## src/rtl/simple_proc_pkg.sv

```systemverilog
// Shared definitions for the simple processor controller: opcodes, condition
// codes, FSM states and the instruction word layout.
package simple_proc_pkg;

  localparam int unsigned DATA_W    = 16;
  localparam int unsigned INSTR_W   = 32;
  localparam int unsigned REG_IDX_W = 3;
  localparam int unsigned IMM_W     = 7;

  // Bit positions of the instruction fields.
  localparam int unsigned COND_MSB = 31;
  localparam int unsigned COND_LSB = 28;
  localparam int unsigned OPC_MSB  = 27;
  localparam int unsigned OPC_LSB  = 24;
  localparam int unsigned RD_MSB   = 23;
  localparam int unsigned RD_LSB   = 21;
  localparam int unsigned RN_MSB   = 20;
  localparam int unsigned RN_LSB   = 18;
  localparam int unsigned RM_MSB   = 17;
  localparam int unsigned RM_LSB   = 15;
  localparam int unsigned IMM_MSB  = 14;
  localparam int unsigned IMM_LSB  = 8;

  localparam logic [3:0] OP_ADD = 4'd0;
  localparam logic [3:0] OP_ROR = 4'd10;
  localparam logic [3:0] OP_CMP = 4'd11;
  localparam logic [3:0] OP_ADR = 4'd12;
  localparam logic [3:0] OP_LDR = 4'd13;
  localparam logic [3:0] OP_STR = 4'd14;
  localparam logic [3:0] OP_NOP = 4'd15;

  localparam logic [3:0] CC_EQ = 4'd0;
  localparam logic [3:0] CC_NE = 4'd1;
  localparam logic [3:0] CC_CS = 4'd2;
  localparam logic [3:0] CC_CC = 4'd3;
  localparam logic [3:0] CC_MI = 4'd4;
  localparam logic [3:0] CC_PL = 4'd5;
  localparam logic [3:0] CC_VS = 4'd6;
  localparam logic [3:0] CC_VC = 4'd7;
  localparam logic [3:0] CC_HI = 4'd8;
  localparam logic [3:0] CC_LS = 4'd9;
  localparam logic [3:0] CC_GE = 4'd10;
  localparam logic [3:0] CC_LT = 4'd11;
  localparam logic [3:0] CC_GT = 4'd12;
  localparam logic [3:0] CC_LE = 4'd13;
  localparam logic [3:0] CC_AL = 4'd14;
  localparam logic [3:0] CC_NV = 4'd15;

  typedef enum logic [2:0] {
    ST_FETCH     = 3'd0,
    ST_DECODE    = 3'd1,
    ST_EXECUTE   = 3'd2,
    ST_MEM       = 3'd3,
    ST_WRITEBACK = 3'd4
  } state_e;

  // Upper 24 bits of the instruction word; the low byte carries nothing.
  typedef struct packed {
    logic [3:0]           cond;
    logic [3:0]           opcode;
    logic [REG_IDX_W-1:0] rd;
    logic [REG_IDX_W-1:0] rn;
    logic [REG_IDX_W-1:0] rm;
    logic [IMM_W-1:0]     imm7;
  } instr_t;

  function automatic logic is_mem_op(input logic [3:0] opcode);
    return (opcode == OP_LDR) || (opcode == OP_STR);
  endfunction

  // ALU opcodes whose registered result is written back to Rd.
  function automatic logic writes_alu_result(input logic [3:0] opcode);
    return (opcode <= OP_ROR) || (opcode == OP_ADR);
  endfunction

endpackage

```

## src/rtl/simple_proc_ctrl_cond_eval.sv

```systemverilog
// Combinational condition-code evaluator: decides whether an instruction
// executes given its cond field and the ALU's N/Z/C/V flags.
module simple_proc_ctrl_cond_eval
  import simple_proc_pkg::*;
(
  input  logic [3:0] cond,
  input  logic       flag_n,
  input  logic       flag_z,
  input  logic       flag_c,
  input  logic       flag_v,
  output logic       pass
);

  always_comb begin
    pass = 1'b0;
    case (cond)
      CC_EQ: pass = flag_z;
      CC_NE: pass = !flag_z;
      CC_CS: pass = flag_c;
      CC_CC: pass = !flag_c;
      CC_MI: pass = flag_n;
      CC_PL: pass = !flag_n;
      CC_VS: pass = flag_v;
      CC_VC: pass = !flag_v;
      CC_HI: pass = flag_c && !flag_z;
      CC_LS: pass = !flag_c || flag_z;
      CC_GE: pass = (flag_n == flag_v);
      CC_LT: pass = (flag_n != flag_v);
      CC_GT: pass = !flag_z && (flag_n == flag_v);
      CC_LE: pass = flag_z || (flag_n != flag_v);
      CC_AL: pass = 1'b1;
      CC_NV: pass = 1'b0;
      default: pass = 1'b0;
    endcase
  end

endmodule

```

## src/rtl/simple_proc_ctrl.sv

```systemverilog
// Instruction sequencer/decoder for the 16-bit simple processor: fetch,
// decode, execute via the external ALU, optional data access, writeback.
module simple_proc_ctrl
  import simple_proc_pkg::*;
#(
  parameter logic [15:0] RESET_PC = 16'h0000,
  parameter int unsigned NUM_REGS = 8
) (
  input  logic        clk,
  input  logic        rst_n,
  output logic        imem_req,
  output logic [15:0] imem_addr,
  input  logic        imem_ack,
  input  logic [31:0] imem_rdata,
  output logic        dmem_req,
  output logic        dmem_we,
  output logic [15:0] dmem_addr,
  output logic [15:0] dmem_wdata,
  input  logic        dmem_ack,
  input  logic [15:0] dmem_rdata,
  output logic [3:0]  alu_opcode,
  output logic [15:0] alu_operand_1,
  output logic [15:0] alu_operand_2,
  output logic [6:0]  alu_immediate,
  output logic        alu_condition_success,
  input  logic [15:0] alu_result,
  input  logic        alu_negative,
  input  logic        alu_zero,
  input  logic        alu_carry,
  input  logic        alu_overflow,
  output logic [15:0] pc,
  output logic        retire,
  output logic        cond_fail
);

  // Memory handshakes: req rises in the owning state and is held with
  // address/data stable until ack is sampled high on a rising edge while req
  // is high; ack with req low is ignored. Load data is valid in the ack cycle.

  state_e        state_q, state_d;
  logic [15:0]   pc_q, pc_d;
  instr_t        instr_q, instr_d;
  logic [15:0]   rn_val_q, rn_val_d;
  logic [15:0]   rm_val_q, rm_val_d;
  logic [15:0]   rd_val_q, rd_val_d;
  logic [15:0]   load_q, load_d;
  logic          pass_q, pass_d;
  logic [15:0]   regs_q [NUM_REGS];
  logic [15:0]   regs_d [NUM_REGS];

  logic          imem_req_q, imem_req_d;
  logic          dmem_req_q, dmem_req_d;
  logic          dmem_we_q, dmem_we_d;
  logic [15:0]   dmem_addr_q, dmem_addr_d;
  logic [15:0]   dmem_wdata_q, dmem_wdata_d;
  logic [3:0]    alu_opcode_q, alu_opcode_d;
  logic          alu_cs_q, alu_cs_d;
  logic          retire_q, retire_d;
  logic          cond_fail_q, cond_fail_d;

  logic          cond_pass;
  logic          wb_en;
  logic [15:0]   wb_data;
  logic          unused_low_byte;

  assign unused_low_byte = ^imem_rdata[7:0];

  simple_proc_ctrl_cond_eval u_cond_eval (
    .cond   (instr_q.cond),
    .flag_n (alu_negative),
    .flag_z (alu_zero),
    .flag_c (alu_carry),
    .flag_v (alu_overflow),
    .pass   (cond_pass)
  );

  always_comb begin
    state_d      = state_q;
    pc_d         = pc_q;
    instr_d      = instr_q;
    rn_val_d     = rn_val_q;
    rm_val_d     = rm_val_q;
    rd_val_d     = rd_val_q;
    load_d       = load_q;
    pass_d       = pass_q;
    dmem_addr_d  = dmem_addr_q;
    dmem_wdata_d = dmem_wdata_q;

    case (state_q)
      ST_FETCH: begin
        if (imem_req_q && imem_ack) begin
          instr_d = instr_t'(imem_rdata[31:8]);
          state_d = ST_DECODE;
        end
      end
      ST_DECODE: begin
        rn_val_d = regs_q[instr_q.rn];
        rm_val_d = regs_q[instr_q.rm];
        rd_val_d = regs_q[instr_q.rd];
        pass_d   = cond_pass;
        state_d  = ST_EXECUTE;
      end
      ST_EXECUTE: begin
        if (pass_q && is_mem_op(instr_q.opcode)) begin
          dmem_addr_d  = rn_val_q + {9'b0, instr_q.imm7};
          dmem_wdata_d = rd_val_q;
          state_d      = ST_MEM;
        end else begin
          state_d = ST_WRITEBACK;
        end
      end
      ST_MEM: begin
        if (dmem_req_q && dmem_ack) begin
          if (!dmem_we_q) begin
            load_d = dmem_rdata;
          end
          state_d = ST_WRITEBACK;
        end
      end
      ST_WRITEBACK: begin
        pc_d    = pc_q + 16'd1;
        state_d = ST_FETCH;
      end
      default: state_d = ST_FETCH;
    endcase

    // Outputs are registered from the next state so they line up with it.
    imem_req_d   = (state_d == ST_FETCH);
    dmem_req_d   = (state_d == ST_MEM);
    dmem_we_d    = (state_d == ST_MEM) && (instr_q.opcode == OP_STR);
    alu_opcode_d = (state_d == ST_EXECUTE) ? instr_q.opcode : OP_NOP;
    alu_cs_d     = (state_d == ST_EXECUTE) && pass_d;
    retire_d     = (state_d == ST_WRITEBACK);
    cond_fail_d  = (state_d == ST_WRITEBACK) && !pass_d;
  end

  always_comb begin
    wb_en   = 1'b0;
    wb_data = alu_result;
    if ((state_q == ST_WRITEBACK) && pass_q) begin
      if (instr_q.opcode == OP_LDR) begin
        wb_en   = 1'b1;
        wb_data = load_q;
      end else if (writes_alu_result(instr_q.opcode)) begin
        wb_en = 1'b1;
      end
    end
  end

  always_comb begin
    for (int i = 0; i < NUM_REGS; i++) begin
      regs_d[i] = regs_q[i];
    end
    if (wb_en) begin
      regs_d[instr_q.rd] = wb_data;
    end
  end

  always_ff @(posedge clk or negedge rst_n) begin
    if (!rst_n) begin
      state_q      <= ST_FETCH;
      pc_q         <= RESET_PC;
      instr_q      <= '0;
      rn_val_q     <= '0;
      rm_val_q     <= '0;
      rd_val_q     <= '0;
      load_q       <= '0;
      pass_q       <= 1'b0;
      imem_req_q   <= 1'b0;
      dmem_req_q   <= 1'b0;
      dmem_we_q    <= 1'b0;
      dmem_addr_q  <= '0;
      dmem_wdata_q <= '0;
      alu_opcode_q <= OP_NOP;
      alu_cs_q     <= 1'b0;
      retire_q     <= 1'b0;
      cond_fail_q  <= 1'b0;
      for (int i = 0; i < NUM_REGS; i++) begin
        regs_q[i] <= '0;
      end
    end else begin
      state_q      <= state_d;
      pc_q         <= pc_d;
      instr_q      <= instr_d;
      rn_val_q     <= rn_val_d;
      rm_val_q     <= rm_val_d;
      rd_val_q     <= rd_val_d;
      load_q       <= load_d;
      pass_q       <= pass_d;
      imem_req_q   <= imem_req_d;
      dmem_req_q   <= dmem_req_d;
      dmem_we_q    <= dmem_we_d;
      dmem_addr_q  <= dmem_addr_d;
      dmem_wdata_q <= dmem_wdata_d;
      alu_opcode_q <= alu_opcode_d;
      alu_cs_q     <= alu_cs_d;
      retire_q     <= retire_d;
      cond_fail_q  <= cond_fail_d;
      for (int i = 0; i < NUM_REGS; i++) begin
        regs_q[i] <= regs_d[i];
      end
    end
  end

  assign imem_req              = imem_req_q;
  assign imem_addr             = pc_q;
  assign pc                    = pc_q;
  assign dmem_req              = dmem_req_q;
  assign dmem_we               = dmem_we_q;
  assign dmem_addr             = dmem_addr_q;
  assign dmem_wdata            = dmem_wdata_q;
  assign alu_opcode            = alu_opcode_q;
  assign alu_operand_1         = rn_val_q;
  assign alu_operand_2         = rm_val_q;
  assign alu_immediate         = instr_q.imm7;
  assign alu_condition_success = alu_cs_q;
  assign retire                = retire_q;
  assign cond_fail             = cond_fail_q;

endmodule

```

## config.mk

```make
export PLATFORM = sky130hd
export DESIGN_NAME = simple_proc_ctrl
export DESIGN_NICKNAME = d
export VERILOG_FILES = /design/src/rtl/simple_proc_pkg.sv /design/src/rtl/simple_proc_ctrl_cond_eval.sv /design/src/rtl/simple_proc_ctrl.sv
export SDC_FILE = /design/constraint.sdc
export NUM_CORES = 1
export LEC_CHECK = 0
export ABC_AREA = 1
export BUFFER_PORTS_ARGS = -buffer_cell sky130_fd_sc_hd__buf_2
export CAP_MARGIN = 20
export CORE_ASPECT_RATIO = 1.25
export CORE_MARGIN = 4
export CORE_UTILIZATION = 45
export DETAILED_ROUTE_END_ITERATION = 12
export PLACE_DENSITY = 0.78
export RECOVER_POWER = 100
export SLEW_MARGIN = 20
export SYNTH_ARGS = -nofsm -noshare
export SYNTH_HDL_FRONTEND = slang
export SYNTH_SLANG_ARGS = --single-unit
```

## constraint.sdc

```tcl
create_clock -name clk -period 2.1 [get_ports clk]
set_input_delay 0.21 -clock clk [delete_from_list [all_inputs] [get_ports clk]]
set_output_delay 0.21 -clock clk [all_outputs]
set_load 0.02 [all_outputs]
```

==> reports/qor.yml, run 1 <==
status: "finished, violations left"
violations: "max-capacitance violations, max-slew violations"
drt_iter0_drc: 1296
tightestPinTransition_ns: 1.623
root_buffer: "clkbuf_16"
synth_top_cells_by_area: "dfrtp_1, nand2_1, o21ai_0"
path_buf_inv: 2
postCtsSetupRepairBufs: 0
regArea_um2: 6964
slew_headroom_pct: -8.222
post-route-min-period_ns: 1.990
crit_path_max_incr_delay_ns: 0.39
synthTopCellsByCount: "nand2_1, dfrtp_1, o21ai_0, a21oi_1, inv_1"
area_delta_synth_final_pct: 15.67
multi_input_area_um2: 6221
wl_per_cell_um: 18.16
synth-compound-area-share_pct: 19.85
placed_cell_area_um2: 15860
grt_antenna_before_repair: 0
firstDrtPassIters: 8
synth_nets: 1816
n_antenna_cell: 0
clock_sinks: 278
drcViolationCount: 0
fmax_ghz: 0.5025
setup_slack_ns: 0.1099
async_flop_share_pct: 100.0
h-tree-depth: 1
clk_pin_slew_worst_paths_ns: 0.06
ant_nets: 0
finalCritPeriodShare_pct: 94.77
tritoncts: "done"
synth_top_family_by_area: "compound AO/OA/AOI/OAI gates"
finalSetupViolCount: 0
yosysTopAreaCellShare_pct: 46.90
endpoint_kind: "register"
cp_top_family: "adder cells"
io_pins: 185
finalInstanceArea_um2: 16910
cap_violations: 1
ys_types: 45
gp_congestion: 0.9187
power_density_nw_per_um2: 1552
row_count: 73
portBuffers: 176
grt_pass1_vias: 12920
core_area_um2: 31970
path_common_cell: "nand3_1"
fin_nets: 1990
insertion_delay_ns: 0.56
dp_cells: 2248
ys_seq_area_share_pct: 47.62
die_w_um: 169.2
final-hold-violation-count: 0
vias_per_cell: 5.691
layoutNonFillerInstCount: 2341
clk_path_buf_depth: 3
synth_top_area_cell: "dfrtp_1"
synthFlopType: "dfrtp_1"
fin_skew_ns: 0.01436
grt_setup_unrepaired: "false"
grt_use_total_pct: 23.04
synth-xor-area-share_pct: 1.198
max-vdd-ir-drop_uv: 1255
start_util_pct: 45.73
maxSlewViolCount: 64
vias: 13320
grt_pass1_wl_mm: 66.79
arrival_ns: 2.42
crit_chain: "ha_1 > fa_2 > nand3_1 > nand3_1 > inv_1 > nor2_1 > nor2_2 > clkbuf_1 > o211ai_1 > nand3_1 > nand2_1"
cp_data_required_time_ns: 2.53
synth_mux_area_share_pct: 3.595
yosys_warnings: 0
routed_wl_mm: 42.51
overflow: 0
yosys.cell_count.top_type: "nand2_1"
synth_fa_ha_area_share_pct: 0.8216
layout-drive-gt1-share_pct: 11.72
cp_slowest_cell: "dfrtp_1"
synthSimpleGateAreaFrac_pct: 18.01
grt_max_degree: 77
crit_type: "register to register"
hold_class: "input pin to register"
pre_cts_ws_ns: -0.003573
leakage_nw: 8.423
avgSynthCellArea_um2: 8.426
numCtsBuffers: 29
synth_edf_count: 0
netlist_area_um2: 14620
critical_path_peak_fanout: 2
fill_cells: 2925
post-dp-hpwl_mm: 27.22
synthCells: 1735
crit_path_start_kind: "register"
synth_seq_cells: 278
die-height_um: 209.5
die_area_um2: 35450
==> final timing paths <==
kind                                                endpoint  depth (start not counted)                    startpoint  slack [ns]
worst max-delay path                dmem_addr[8]$_DFFE_PN0P_                         11  alu_operand_1[0]$_DFFE_PN0N_        0.11
worst min-delay path                  regs_q[63]$_DFFE_PN0P_                          3                alu_result[15]        0.08
worst max register to register      dmem_addr[8]$_DFFE_PN0P_                         11  alu_operand_1[0]$_DFFE_PN0N_        0.11
worst min register to register     dmem_addr[11]$_DFFE_PN0P_                          2     dmem_addr[11]$_DFFE_PN0P_        0.48
max in group asynchronous            alu_opcode[3]$_DFF_PN1_                          3                         rst_n        0.35
min in group asynchronous       alu_immediate[3]$_DFFE_PN0P_                          2                         rst_n        0.63
==> power by group <==
group / internal (W) / switching, W / total (W) / leakage, nW
clock: 0.00314 / 0.00214 / 0.00528 / 0.468
combinational: 0.00408 / 0.00793 / 0.0120 / 4.86
sequential: 0.00726 / 0.00169 / 0.00895 / 3.10
total: 0.0145 / 0.0118 / 0.0263 / 8.42
==> flip-flops by register name, summed over array words and instances (netlist names) <==
signal / count
state_q: 3
retire: 1
regs_q: 128
alu_opcode: 4
imem_req: 1
dmem_we: 1
cond_fail: 1
alu_immediate: 7
instr_q: 17
pass_q: 1
dmem_wdata: 16
alu_operand_1: 16
alu_operand_2: 16
load_q: 16
imem_addr: 16
alu_condition_success: 1
dmem_req: 1
rd_val_q: 16
dmem_addr: 16
==> worst register-to-register path, cell delays in order, from the launching register on <==
cell,delay (ns)
dfrtp_1,0.39
ha_1,0.24
fa_2,0.36
nand3_1,0.07
nand3_1,0.11
inv_1,0.08
nor2_1,0.04
nor2_2,0.13
clkbuf_1,0.17
o211ai_1,0.11
nand3_1,0.09
nand2_1,0.07
==> routing by layer <==
metal | up-vias | part of all wire, % | track usage [%]
met5 | - | 0 | 0
met1 | 6268 | 40 | 29.01
met3 | 153 | 8.7 | 3.617
met2 | 734 | 48 | 39.13
met4 | 0 | 4.3 | 10.19
li1 | 6168 | - | -
==> cells in the final DEF (no fill, tap or decap), types with 16 or more instances in the layout <==
cell           Yosys  layout
nand2_1          443     443
a221oi_1          16      16
clkbuf_1          59     121
o211ai_1          25      25
nand3_1          101      99
o21ai_0          157     263
buf_4             24      33
a21oi_1          128     127
inv_1            128     128
buf_2             12      64
dfrtp_1          274     272
mux2_2            20      20
nor2_1            46      46
clkbuf_16          0      29
dlygate4sd3_1      0      42
o221ai_1          21      21
==> timing repair <==
item,CTS,global route
hold buffers,42,0
hold endpoints to repair,102,0
resized for setup,2,4
setup endpoints to repair,2,7
==> layout make-up <==
cell class	instances	area share, %
flip-flops and latches	278	41.18
multi-input cells	1191	36.79
repair buffers	275	10.23
clock buffers	41	4.972
well taps	412	3.048
inverters	134	2.974
clock inverters	10	0.7991
==> metrics by stage <==
stage / hold slack, ns / utilization [%] / TNS (ns) / power, W
finish: 0.07782 / 52.90 / 0 / 0.02625
global route: 0.08048 / 52.90 / 0 / 0.02801
CTS: 0.05631 / 53.99 / 0 / 0.02650
detailed placement: 0.2024 / 49.61 / -0.004851 / 0.02101
global placement: 0.1981 / 49.61 / 0 / 0.02054
floorplan: -0.08559 / - / 0 / 0.01710
==> cell families after synthesis <==
kind of cell               count (synthesis)
muxes                                     43
xor gates and xnor gates                  20
adders and majority gates                  9
AOI/OAI and AO/OA                        497
buffers and inverters                    266
DFF                                      278
and+or+nand+nor                          622
(Power assumes the default switching activity.)
==> run 2: changes to the inputs <==
--- a/config.mk
+++ b/config.mk
@@ -6,13 +6,15 @@
 export NUM_CORES = 1
 export LEC_CHECK = 0
 export ABC_AREA = 1
-export BUFFER_PORTS_ARGS = -buffer_cell sky130_fd_sc_hd__buf_2
 export CAP_MARGIN = 20
+export CELL_PAD_IN_SITES_DETAIL_PLACEMENT = 0
+export CELL_PAD_IN_SITES_GLOBAL_PLACEMENT = 1
 export CORE_ASPECT_RATIO = 1.25
 export CORE_MARGIN = 4
-export CORE_UTILIZATION = 45
+export CORE_UTILIZATION = 44
 export DETAILED_ROUTE_END_ITERATION = 12
-export PLACE_DENSITY = 0.78
+export DONT_BUFFER_PORTS = 1
+export PLACE_DENSITY = 0.88
 export RECOVER_POWER = 100
 export SLEW_MARGIN = 20
 export SYNTH_ARGS = -nofsm -noshare
==> reports/qor.yml, run 2 (same netlist as run 1, synthesis figures left out) <==
crit_type: "register to register"
gp_congestion: 0.8565
fill_cells: 3094
grt_use_total_pct: 22.64
crit_path_start_kind: "register"
die_w_um: 171.0
grt_max_degree: 279
io_pins: 185
regArea_um2: 6964
clock_sinks: 278
slew_headroom_pct: 43.46
grt_pass1_vias: 11810
post-dp-hpwl_mm: 26.69
finalCritPeriodShare_pct: 95.32
clk_pin_slew_worst_paths_ns: 0.06
p_comb_share_pct: 44.9
clk_path_buf_depth: 3
endpoint_kind: "register"
drcViolationCount: 0
p_switching_w: 0.01176
grt_setup_unrepaired: "true"
post-route-min-period_ns: 2.002
p_total_w: 0.02647
root_buffer: "clkbuf_16"
n_antenna_cell: 0
tightestPinTransition_ns: 0.8429
placed_cell_area_um2: 15160
fin_skew_ns: 0.01154
finalInstanceArea_um2: 16730
dp_cells: 2101
vias: 12560
fmax_ghz: 0.4996
fin_hold_ws_ns: -0.6533
firstDrtPassIters: 6
die-height_um: 211.8
arrival_ns: 2.44
core_area_um2: 32780
drt_iter0_drc: 1185
row_count: 74
final-hold-violation-count: 278
use_met2_pct: 38.71
r2r_setup_slack_ns: 0.1
switching_share_pct: 44.43
start_util_pct: 44.60
power_density_nw_per_um2: 1583
cp_data_required_time_ns: 2.53
layout-drive-gt1-share_pct: 13.10
top_usage_layer: "met2"
area_delta_synth_final_pct: 14.41
tns_ns: 0
cap_violations: 0
wl_per_cell_um: 19.09
insertion_delay_ns: 0.57
grt_antenna_before_repair: 0
overflow: 0
final_core_util_pct: 51.03
multi_input_area_um2: 6396
largest_register_ffs: 128
numCtsBuffers: 30
layoutNonFillerInstCount: 2212
r2r_end: "regs_q[89]$_DFFE_PN0P_"
p_int_w: 0.01471
tritoncts: "done"
reg_top3: "regs_q (128), instr_q (17)"
finalSetupViolCount: 0
h-tree-depth: 1
portBuffers: 0
max-vdd-ir-drop_uv: 804.6
maxSlewViolCount: 0
worstRegToRegCells: 9
die_area_um2: 36220
status: "finished, violations left"
pwr-share-seq_pct: 35.2
grt_pass1_wl_mm: 65.40
critical_path_peak_fanout: 32
final_cell_mix: "nand2_1, dfrtp_1, o21ai_0"
fin_nets: 1851
mostFrequentLayoutCell: "nand2_1"
leakage_nw: 8.292
hold_class: "input pin to asynchronous set/reset pin"
violations: "negative hold slack"
r2r-start: "state_q[0]$_DFF_PN0_"
cts_hold_buf: 55
largest-register: "regs_q"
grt_use_met3_pct: 3.866
ant_nets: 0
power.share.clock_pct: 19.9
vias_per_cell: 5.679
routed_wl_mm: 42.23
met1_usage_pct: 29.09
-- run 2: cell types whose count changed in the layout (fill, tap and decap cells not counted), moves of 13 or more --
cell	before	now
dlygate4sd3_1	42	55
o21ai_0	263	155
buf_2	64	0
o21ai_1	9	83
clkbuf_1	121	7
o21ai_2	3	37
buf_4	33	64
-- run 2: metrics by stage --
stage | worst slack (ns) | hold slack (ns)
finish | 0.09827 | -0.6533
global route | -0.02932 | -0.6701
CTS | 0.007308 | -0.6750
detailed placement | 0.004535 | -0.07090
global placement | 0.03430 | -0.07597
floorplan | 0.01879 | -0.08559
-- run 2: worst max-delay path by stage --
stage / from / endpoint / slack, ns / cells past startpoint
after floorplan: alu_operand_1[0]$_DFFE_PN0N_ / dmem_addr[10]$_DFFE_PN0P_ / 0.02 / 12
after global placement: alu_operand_1[0]$_DFFE_PN0N_ / dmem_addr[10]$_DFFE_PN0P_ / 0.03 / 12
after detailed placement: alu_operand_1[0]$_DFFE_PN0N_ / dmem_addr[10]$_DFFE_PN0P_ / 0.005 / 12
after CTS: alu_operand_1[0]$_DFFE_PN0N_ / dmem_addr[10]$_DFFE_PN0P_ / 0.007 / 12
after global routing: state_q[0]$_DFF_PN0_ / regs_q[9]$_DFFE_PN0P_ / -0.03 / 9
final: state_q[0]$_DFF_PN0_ / regs_q[89]$_DFFE_PN0P_ / 0.1 / 9
-- run 2: layer usage --
metal | share of wire (%) | wire, um | vias to the layer above
li1 | - | - | 5911
met1 | 41 | 17240 | 5990
met2 | 48 | 20110 | 556
met3 | 8.3 | 3490 | 104
met4 | 3.3 | 1390 | 0
met5 | 0 | 0 | -
-- run 2: power groups by stage --
| stage | Sequential (W) | Combinational, W | Clock, W |
|---|---|---|---|
| 3_5_place_dp | 0.00938 | 0.0116 | 0 |
| 3_3_place_gp | 0.00932 | 0.0113 | 0 |
| 4_1_cts | 0.00929 | 0.0117 | 0.00538 |
| 5_1_grt | 0.00956 | 0.0132 | 0.00562 |
| 2_1_floorplan | 0.00909 | 0.00801 | 0 |
| 6_report | 0.00933 | 0.0119 | 0.00527 |
-- run 2: critical path, cell delays in order, from the launching register on --
cell	delay [ns]
dfrtp_1	0.38
inv_1	0.12
nand2_2	0.11
nor2_8	0.14
nand2_4	0.09
a31o_4	0.26
nor2_8	0.17
nand2_4	0.31
nand2_1	0.19
o21ai_2	0.06
-- run 2: cell type report --
type	instances	share of cell area, %
clock inverters	13	0.7032
well taps	418	3.127
inverters	134	3.007
flip-flops and latches	278	41.64
clock buffers	43	5.206
repair buffers	135	8.079
multi-input cells	1191	38.24
-- run 2: timing repair --
action / CTS / global route
hold endpoints to repair: 368 / 278
buffers inserted: 0 / 0
endpoints found under the setup margin: 0 / 16
resized for setup: 0 / 7
==> run 3: changes to the inputs <==
--- a/config.mk
+++ b/config.mk
@@ -12,9 +12,10 @@
 export CORE_ASPECT_RATIO = 1.25
 export CORE_MARGIN = 4
 export CORE_UTILIZATION = 44
+export CTS_BUF_LIST = sky130_fd_sc_hd__clkbuf_8 sky130_fd_sc_hd__clkbuf_16
 export DETAILED_ROUTE_END_ITERATION = 12
 export DONT_BUFFER_PORTS = 1
-export PLACE_DENSITY = 0.88
+export PLACE_DENSITY = 0.83
 export RECOVER_POWER = 100
 export SLEW_MARGIN = 20
 export SYNTH_ARGS = -nofsm -noshare
==> reports/qor.yml, run 3 (same netlist as run 1, synthesis figures left out) <==
area_delta_synth_final_pct: 12.50
die_area_um2: 36220
p_int_w: 0.01432
tritoncts: "done"
power.share.clock_pct: 20.1
cp_data_required_time_ns: 2.58
final-hold-violation-count: 278
vias: 12300
arrival_ns: 2.51
slew_headroom_pct: 43.63
clk_path_buf_depth: 3
post-dp-hpwl_mm: 27.16
status: "finished, violations left"
wl_per_cell_um: 19.10
grt_use_total_pct: 23.05
switching_share_pct: 44.75
tightestPinTransition_ns: 0.8404
cap_violations: 0
fin_hold_ws_ns: -0.6519
ant_nets: 0
finalInstanceArea_um2: 16450
leakage_nw: 8.141
max-vdd-ir-drop_uv: 788.0
io_pins: 185
p_comb_share_pct: 43.3
clock_sinks: 278
gp_congestion: 0.8465
crit_type: "register to register"
critical_path_peak_fanout: 14
grt_pass1_vias: 12080
grt_antenna_before_repair: 0
violations: "negative hold slack"
largest_register_ffs: 128
p_total_w: 0.02591
start_util_pct: 44.60
routed_wl_mm: 42.26
drcViolationCount: 0
grt_setup_unrepaired: "true"
core_area_um2: 32780
row_count: 74
portBuffers: 0
finalCritPeriodShare_pct: 96.45
h-tree-depth: 1
vias_per_cell: 5.560
numCtsBuffers: 31
overflow: 0
postCtsSetupRepairBufs: 0
die_w_um: 171.0
fin_skew_ns: 0.01367
pwr-share-seq_pct: 36.6
power_density_nw_per_um2: 1576
clk_pin_slew_worst_paths_ns: 0.06
final_cell_mix: "nand2_1, dfrtp_1, o21ai_0"
maxSlewViolCount: 0
fmax_ghz: 0.4937
placed_cell_area_um2: 15100
insertion_delay_ns: 0.57
finalSetupViolCount: 0
fin_nets: 1855
crit_path_start_kind: "register"
tns_ns: 0
largest-register: "regs_q"
final_core_util_pct: 50.18
pre_cts_ws_ns: 0.02898
layout-drive-gt1-share_pct: 9.810
grt_pass1_wl_mm: 66.21
drt_iter0_drc: 929
die-height_um: 211.8
setup_slack_ns: 0.07448
firstDrtPassIters: 6
p_switching_w: 0.01159
root_buffer: "clkbuf_16"
hold_class: "input pin to asynchronous set/reset pin"
n_antenna_cell: 0
mostFrequentLayoutCell: "nand2_1"
grt_max_degree: 279
cts_hold_buf: 57
reg_top3: "regs_q (128), instr_q (17)"
endpoint_kind: "register"
post-route-min-period_ns: 2.026
[run 3: cell types whose count changed in the layout (fill, tap and decap cells not counted), sizes merged]
| cell | change |
|---|---|
| buf | -42 |
| dlygate4sd3 | +2 |
| clkinv | -6 |
| inv | +10 |
| clkbuf | +36 |
[run 3: through the flow]
stage | cells | hold slack (ns)
2_1_floorplan | 1735 | -0.08559
3_3_place_gp | 2102 | -0.07683
3_5_place_dp | 2102 | -0.07505
4_1_cts | 2212 | -0.6726
5_1_grt | 2212 | -0.6705
6_report | 2212 | -0.6519
[run 3: layout make-up]
cell class | instances | area (um2)
Inverter | 134 | 503.0
Tap cell | 418 | 523.0
Timing Repair Buffer | 138 | 1159
Clock buffer | 36 | 844.6
Fill cell | 3138 | 16330
Multi-Input combinational cell | 1191 | 6326
Sequential cell | 278 | 6967
Clock inverter | 17 | 125.1
[run 3: final timing paths]
path | from | end | slack [ns] | cells after the start
setup reg to reg | instr_q[15]$_DFFE_PN0P_ | rd_val_q[9]$_DFFE_PN0N_ | 0.07 | 7
min in group clk | alu_carry | pass_q$_DFF_PN0_ | 0.04 | 6
hold reg to reg | regs_q[2]$_DFFE_PN0P_ | regs_q[2]$_DFFE_PN0P_ | 0.49 | 2
setup / recovery | instr_q[15]$_DFFE_PN0P_ | rd_val_q[9]$_DFFE_PN0N_ | 0.07 | 7
max in group asynchronous | rst_n | load_q[15]$_DFFE_PN0P_ | 2.25 | 0
hold / removal | rst_n | rd_val_q[14]$_DFFE_PN0N_ | -0.65 | 0
[run 3: metal layers]
layer | share of wire (%) | global-route usage, % | up-vias | wire length (um)
met4 | 3.3 | 7.898 | 0 | 1405
met2 | 47 | 38.64 | 447 | 19880
met5 | 0 | 0 | - | 0
met1 | 42 | 30.12 | 5832 | 17540
li1 | - | - | 5917 | -
met3 | 8.1 | 4.221 | 103 | 3434
[run 3: worst max-delay path: stages (launching register included)]
cell,delay [ns]
dfrtp_1,0.41
inv_1,0.07
nor2_1,0.54
clkbuf_2,0.46
a221oi_1,0.19
nand3_1,0.10
nand2_1,0.05
o22ai_1,0.10
[run 3: repair_timing]
action / 4_1_cts / 5_1_grt
endpoints found under the hold margin: 385 / 278
endpoints found under the setup margin: 0 / 8
resized for setup: 0 / 6
[run 3: power by group through the flow]
stage / Clock [W] / Sequential, W / Combinational, W
after detailed placement: 0 / 0.00957 / 0.0113
after global routing: 0.00554 / 0.00976 / 0.0126
after floorplan: 0 / 0.00909 / 0.00801
after CTS: 0.00532 / 0.00948 / 0.0114
after global placement: 0 / 0.00949 / 0.0111
final: 0.00520 / 0.00949 / 0.0112
